### config.mk
export PLATFORM = sky130hd
export DESIGN_NAME = instr_fetch_sequencer_flat
export DESIGN_NICKNAME = d
export VERILOG_FILES = /design/src/rtl/instr_fetch_sequencer_if.sv /design/src/rtl/instr_fetch_sequencer.sv /design/src/flat_wrapper.sv
export SDC_FILE = /design/constraint.sdc
export NUM_CORES = 1
export LEC_CHECK = 0
export CAP_MARGIN = 20
export CORE_ASPECT_RATIO = 0.8
export CORE_MARGIN = 2
export CORE_UTILIZATION = 47
export DETAILED_ROUTE_END_ITERATION = 16
export PLACE_DENSITY = 0.79
export SETUP_SLACK_MARGIN = 0.3
export SLEW_MARGIN = 40
export SYNTH_ARGS = -nofsm -noshare
export SYNTH_HDL_FRONTEND = slang
export SYNTH_SLANG_ARGS = --single-unit
export TNS_END_PERCENT = 50
### constraint.sdc
create_clock -name clk -period 2.06 [get_ports clk]
set_input_delay 0.206 -clock clk [delete_from_list [all_inputs] [get_ports clk]]
set_output_delay 0.206 -clock clk [all_outputs]
set_load 0.05 [all_outputs]
### src/rtl/instr_fetch_sequencer_if.sv
// Bundle between the fetch sequencer, the program ROM, the control unit and
// the host that starts and stops program runs.
interface instr_fetch_sequencer_if #(
  parameter int ADDR_W = 8,
  parameter int DATA_W = 16
);
  // Host side
  logic              start;
  logic              halt;
  logic [ADDR_W-1:0] last_addr;
  logic              busy;
  logic              err;
  logic [15:0]       instr_count;
  logic [ADDR_W-1:0] pc;

  // Program ROM side (one-cycle read latency)
  logic [ADDR_W-1:0] mem_addr;
  logic [DATA_W-1:0] mem_rdata;

  // Control unit side
  logic [DATA_W-1:0] din;
  logic              run;
  logic              done;

  // The sequencer drives the ROM address and the control unit.
  modport master (
    input  start, halt, last_addr, mem_rdata, done,
    output mem_addr, din, run, pc, busy, err, instr_count
  );

  // Environment side: host, ROM and control unit.
  modport slave (
    output start, halt, last_addr, mem_rdata, done,
    input  mem_addr, din, run, pc, busy, err, instr_count
  );
endinterface

### src/rtl/instr_fetch_sequencer.sv
// Fetches instruction words from a synchronous program ROM, hands each word to
// the control unit with a one-cycle active-low run pulse and waits for done
// before moving on. Runs 0..last, supports a graceful halt and flags a control
// unit that never answers.
module instr_fetch_sequencer #(
  parameter int ADDR_W  = 8,
  parameter int DATA_W  = 16,
  parameter int TIMEOUT = 15
) (
  input  logic                     clk,
  input  logic                     reset_n,
  instr_fetch_sequencer_if.master  bus
);

  // The timeout counter only has to count the EXEC cycles that precede the
  // last allowed one, i.e. 0..TIMEOUT-1.
  localparam int TMO_W = (TIMEOUT < 2) ? 1 : $clog2(TIMEOUT);
  localparam logic [TMO_W-1:0] TMO_LAST = TMO_W'(TIMEOUT - 1);
  localparam logic [15:0]      CNT_MAX  = 16'hFFFF;

  typedef enum logic [2:0] {
    S_IDLE,
    S_FETCH,
    S_WAIT_MEM,
    S_ISSUE,
    S_EXEC
  } state_t;

  state_t            state_q, state_d;
  logic [ADDR_W-1:0] pc_q, pc_d;
  logic [ADDR_W-1:0] last_q, last_d;
  logic [DATA_W-1:0] din_q, din_d;
  logic              err_q, err_d;
  logic [15:0]       cnt_q, cnt_d;
  logic [TMO_W-1:0]  tmo_q, tmo_d;
  logic              halt_pend_q, halt_pend_d;

  // A halt raised in the same EXEC cycle as done still stops the run.
  logic end_of_run;
  assign end_of_run = (pc_q == last_q) || halt_pend_q || bus.halt;

  // The ROM address always tracks pc; run/busy are decoded from the state.
  assign bus.mem_addr    = pc_q;
  assign bus.pc          = pc_q;
  assign bus.din         = din_q;
  assign bus.run         = (state_q != S_ISSUE);
  assign bus.busy        = (state_q != S_IDLE);
  assign bus.err         = err_q;
  assign bus.instr_count = cnt_q;

  // Next-state logic: fetch, capture, issue, then wait for done or timeout.
  always_comb begin
    state_d     = state_q;
    pc_d        = pc_q;
    last_d      = last_q;
    din_d       = din_q;
    err_d       = err_q;
    cnt_d       = cnt_q;
    tmo_d       = tmo_q;
    halt_pend_d = halt_pend_q;

    // Remember a halt request until the current instruction completes.
    if (state_q != S_IDLE && bus.halt) begin
      halt_pend_d = 1'b1;
    end

    case (state_q)
      S_IDLE: begin
        // start is only honoured here, so a held start cannot restart a run.
        if (bus.start) begin
          pc_d        = '0;
          last_d      = bus.last_addr;
          err_d       = 1'b0;
          cnt_d       = '0;
          halt_pend_d = 1'b0;
          state_d     = S_FETCH;
        end
      end

      S_FETCH: begin
        // mem_addr already shows pc; the ROM answers next cycle.
        state_d = S_WAIT_MEM;
      end

      S_WAIT_MEM: begin
        din_d   = bus.mem_rdata;
        state_d = S_ISSUE;
      end

      S_ISSUE: begin
        tmo_d   = '0;
        state_d = S_EXEC;
      end

      S_EXEC: begin
        if (bus.done) begin
          if (cnt_q != CNT_MAX) begin
            cnt_d = cnt_q + 16'd1;
          end
          if (end_of_run) begin
            state_d = S_IDLE;
          end else begin
            pc_d    = pc_q + ADDR_W'(1);
            state_d = S_FETCH;
          end
        end else if (tmo_q == TMO_LAST) begin
          err_d   = 1'b1;
          state_d = S_IDLE;
        end else begin
          tmo_d = tmo_q + TMO_W'(1);
        end
      end

      default: begin
        state_d = S_IDLE;
      end
    endcase
  end

  // State and datapath registers with synchronous active-low reset.
  always_ff @(posedge clk) begin
    if (!reset_n) begin
      state_q     <= S_IDLE;
      pc_q        <= '0;
      last_q      <= '0;
      din_q       <= '0;
      err_q       <= 1'b0;
      cnt_q       <= '0;
      tmo_q       <= '0;
      halt_pend_q <= 1'b0;
    end else begin
      state_q     <= state_d;
      pc_q        <= pc_d;
      last_q      <= last_d;
      din_q       <= din_d;
      err_q       <= err_d;
      cnt_q       <= cnt_d;
      tmo_q       <= tmo_d;
      halt_pend_q <= halt_pend_d;
    end
  end

  // The run pulse is never wider than one cycle.
  assert property (@(posedge clk) disable iff (!reset_n) !bus.run |=> bus.run);

  // pc never runs past the sampled last address.
  assert property (@(posedge clk) disable iff (!reset_n) (state_q != S_IDLE) |-> (pc_q <= last_q));

  // The timeout counter stays within its range while executing.
  assert property (@(posedge clk) disable iff (!reset_n) (state_q == S_EXEC) |-> (tmo_q <= TMO_LAST));

endmodule

### src/flat_wrapper.sv
// flat-port wrapper written by rule: the top's interface ports become plain ports
module instr_fetch_sequencer_flat 
#(
  parameter int ADDR_W  = 8,
  parameter int DATA_W  = 16,
  parameter int TIMEOUT = 15
)
  (clk, reset_n, bus_start, bus_halt, bus_last_addr, bus_mem_rdata, bus_done, bus_mem_addr, bus_din, bus_run, bus_pc, bus_busy, bus_err, bus_instr_count);
  instr_fetch_sequencer_if #(.ADDR_W(ADDR_W), .DATA_W(DATA_W)) bus_i ();
  input  logic clk;
  input  logic reset_n;
  input wire logic [$bits(bus_i.start)-1:0] bus_start;
  input wire logic [$bits(bus_i.halt)-1:0] bus_halt;
  input wire logic [$bits(bus_i.last_addr)-1:0] bus_last_addr;
  input wire logic [$bits(bus_i.mem_rdata)-1:0] bus_mem_rdata;
  input wire logic [$bits(bus_i.done)-1:0] bus_done;
  output wire logic [$bits(bus_i.mem_addr)-1:0] bus_mem_addr;
  output wire logic [$bits(bus_i.din)-1:0] bus_din;
  output wire logic [$bits(bus_i.run)-1:0] bus_run;
  output wire logic [$bits(bus_i.pc)-1:0] bus_pc;
  output wire logic [$bits(bus_i.busy)-1:0] bus_busy;
  output wire logic [$bits(bus_i.err)-1:0] bus_err;
  output wire logic [$bits(bus_i.instr_count)-1:0] bus_instr_count;
  assign bus_i.start = bus_start;
  assign bus_i.halt = bus_halt;
  assign bus_i.last_addr = bus_last_addr;
  assign bus_i.mem_rdata = bus_mem_rdata;
  assign bus_i.done = bus_done;
  assign bus_mem_addr = bus_i.mem_addr;
  assign bus_din = bus_i.din;
  assign bus_run = bus_i.run;
  assign bus_pc = bus_i.pc;
  assign bus_busy = bus_i.busy;
  assign bus_err = bus_i.err;
  assign bus_instr_count = bus_i.instr_count;
  instr_fetch_sequencer #(.ADDR_W(ADDR_W), .DATA_W(DATA_W), .TIMEOUT(TIMEOUT)) u_core (.clk(clk), .reset_n(reset_n), .bus(bus_i));
endmodule
==> flow_summary.yaml <==
synth:
  syn_nets: 354
  ys_types: 49
  syn_inst: 321
  yosysSeqAreaShare: 0.414
  synth-seq-cells: 57
  yosys_warnings: 0
  synth_edf_count: 0
  syn_area_um2: 2760
  avgSynthCellArea_um2: 8.59
  synth_ff_type: "dfxtp_1"
  async_flop_share: 0
place:
  numPortBuffers: 79
  dpl-instance-area_um2: 3680
  routabilityCongestion: 0.830
  dp.cells: 470
  dpl.hpwl_um: 4970
finish:
  fin_nets: 453
  fill_cells: 402
  drive_gt1_frac: 0.241
  n_antenna_cell: 0
  seq_area_um2: 1200
  multi_input_area_um2: 1570
  area_delta_synth_final_pct: 49.9
  fin_area_um2: 4130
  fin_cells: 502
status:
  outcome: "completed"
clocking:
  cts_buffers: 9
  cts.path.max_buffers: 2
  cts.sinks: 57
  clk-insertion-delay-late_ns: 0.34
  htree_num_levels: 3
  cts_tree: "done"
  clk_pin_slew_worst_paths_ns: 0.07
  clockRootBuffer: "clkbuf_8"
grt:
  grt_pass1_wl_um: 11200
  overflow: 0
  grt_max_degree: 35
  grt_use_total: 0.224
  grt_pass1_vias: 2436
  grt_antenna_before_repair: 0
run:
  maxCapViolCount: 0
worst_hold_path:
  hp-class: "input port to flip-flop"
die:
  core_um2: 5560
  rows: 24
  die_y_um: 72.5
  initial_core_util: 0.496
  dieArea_um2: 6500
  ios: 80
  dieWidth_um: 89.6
timing:
  finalHoldViolCount: 0
  rsz0062_at_grt: "yes"
  period_minus_slack_ns: 1.86
  setup-tns-final_ns: 0
  worst_slew_pin_slew_ns: 0.544
  fmax_mhz: 536
  relSlewSlack: 0.637
  period_share: 0.905
  fin_skew_ns: 0.0101
  drv_slew: 0
  setup_violations: 0
drt:
  first_pass_iters: 4
  wl_per_cell_um: 14.8
  routed_wl_um: 7440
  vias_per_cell: 5.34
  drt_iter0_drc: 132
  drtAntennaViolNets: 0
  drc_errors: 0
  vias: 2679
critical_path:
  startpoint_type: "flip-flop"
  crit_fanout: 6
  worstPathArrival_ns: 2.10
  cp.required_ns: 2.30
  cp-end-kind: "flip-flop"
  crit_path_cell_trace: "or3b_4 > nor4_4 > buf_4 > a31oi_2 > a31o_1"
  crit_path_top_delay_cell: "or3b_4"
  max_stage_delay_ns: 0.45
  critical_path_class: "flip-flop to flip-flop"
power_and_ir_drop:
  power_density_nw_per_um2: 665
  total_power_mw: 2.75
  worst_ir_drop_vdd_mv: 0.486
  leakage_nw: 1.70
[placed cells by master, fill, tap and decap left out, types with 4 or more instances in the layout]
master,count
a21boi_0,24
a21oi_1,7
buf_4,32
clkbuf_8,13
clkdlybuf4s50_1,66
dfxtp_1,32
dfxtp_2,15
dfxtp_4,10
dlygate4sd2_1,5
dlymetal6s2s_1,7
nand2_1,68
nand3_1,10
nand4_1,7
nor2_1,23
nor4_1,4
o21ai_0,9
xnor2_1,12
xor2_1,10
[sequential cells by signal, summed over array words and instances, names as in the netlist]
signal and count:
u_core.bus.err 1, u_core.bus.din 16, u_core.tmo_q 4, u_core.bus.instr_count 16
u_core.last_q 8, u_core.bus.mem_addr 8, u_core.state_q 3, u_core.halt_pend_q 1
[stage by stage]
step | setup WS, ns | hold slack [ns] | util
CTS | 0.256 | 0.417 | 0.705
finish | 0.195 | 0.418 | 0.744
global placement | 0.0671 | 0.449 | 0.662
global route | 0.0863 | 0.431 | 0.744
detailed placement | -0.00983 | 0.458 | 0.662
floorplan | 0.264 | 0.351 | -
[cells in the mapped netlist (3+ instances only)]
cell type | instances | area, µm²
nor4_1 | 7 | 43.8
ha_1 | 4 | 50.1
xor2_1 | 10 | 87.6
xnor2_1 | 12 | 105
nand2_1 | 70 | 263
or3_1 | 4 | 25.0
o21ai_0 | 9 | 45.0
buf_6 | 5 | 56.3
nand3_1 | 10 | 50.1
a21oi_1 | 9 | 45.0
a21boi_0 | 24 | 180
a31o_2 | 3 | 26.3
and2_1 | 4 | 25.0
nand4_1 | 7 | 43.8
buf_4 | 9 | 67.6
dfxtp_1 | 57 | 1140
nor2_1 | 24 | 90.1
clkbuf_1 | 11 | 41.3
[logic make-up (layout without fill, tap and decap cells)]
| kind of cell | after synthesis | after routing | share of synthesized area |
|---|---|---|---|
| adder cells (fa/ha/maj) | 4 | 4 | 0.0182 |
| buffers and inverters | 27 | 129 | 0.0626 |
| XOR/XNOR | 22 | 22 | 0.0699 |
| flip-flops | 57 | 57 | 0.414 |
| multiplexers | 2 | 2 | 0.00772 |
| AND/OR/NAND/NOR | 146 | 146 | 0.259 |
| AO/OA/AOI/OAI | 63 | 64 | 0.168 |
[report_power, final]
group / internal [mW] / switching [mW] / total, mW / leakage, nW
Combinational: 0.215 / 0.299 / 0.514 / 1.12
Sequential: 1.14 / 0.0293 / 1.17 / 0.478
Clock: 0.633 / 0.435 / 1.07 / 0.110
Total: 1.98 / 0.764 / 2.75 / 1.70
[worst max-delay path, delay by kind of cell (launching register included)]
family,cells,cell delay (ns)
AO/OA/AOI/OAI,2,0.37
flip-flops,1,0.36
buffers and inverters,1,0.18
AND/OR/NAND/NOR,2,0.85
[area by class of cell]
type	count	area share
clock buffer	14	0.0493
tap	78	0.0236
timing repair buffer	112	0.253
clock inverter	1	0.00121
inverter	2	0.00182
multi-input combinational	238	0.381
sequential	57	0.290
[timing repair]
item,4_1_cts,5_1_grt
gates cloned,0,1
hold buffers,0,0
pin swaps,2,8
endpoints found under the setup margin,35,45
setup buffers,4,12
gates resized for setup,11,27
[layer usage]
layer / GRT usage / share of wire / vias up / wire length [µm]
li1: - / - / 1311 / -
met1: 0.288 / 0.45 / 1273 / 3350
met2: 0.344 / 0.47 / 83 / 3470
met3: 0.0990 / 0.070 / 12 / 519
met4: 0.0547 / 0.013 / 0 / 97
met5: 0 / 0 / - / 0
[path summary, 6_finish.rpt]
| check | start | endpoint | slack [ns] | cells past startpoint |
|---|---|---|---|---|
| worst min-delay path | bus_last_addr[3] | u_core.last_q[3] | 0.42 | 3 |
| worst max-delay path | u_core.state_q[0] | u_core.bus.instr_count[3] | 0.20 | 5 |
| worst max register to register | u_core.state_q[0] | u_core.bus.instr_count[3] | 0.20 | 5 |
| worst min register to register | u_core.bus.din[5] | u_core.bus.din[5] | 0.46 | 2 |
No activity file was read; power rests on OpenSTA's default activity.
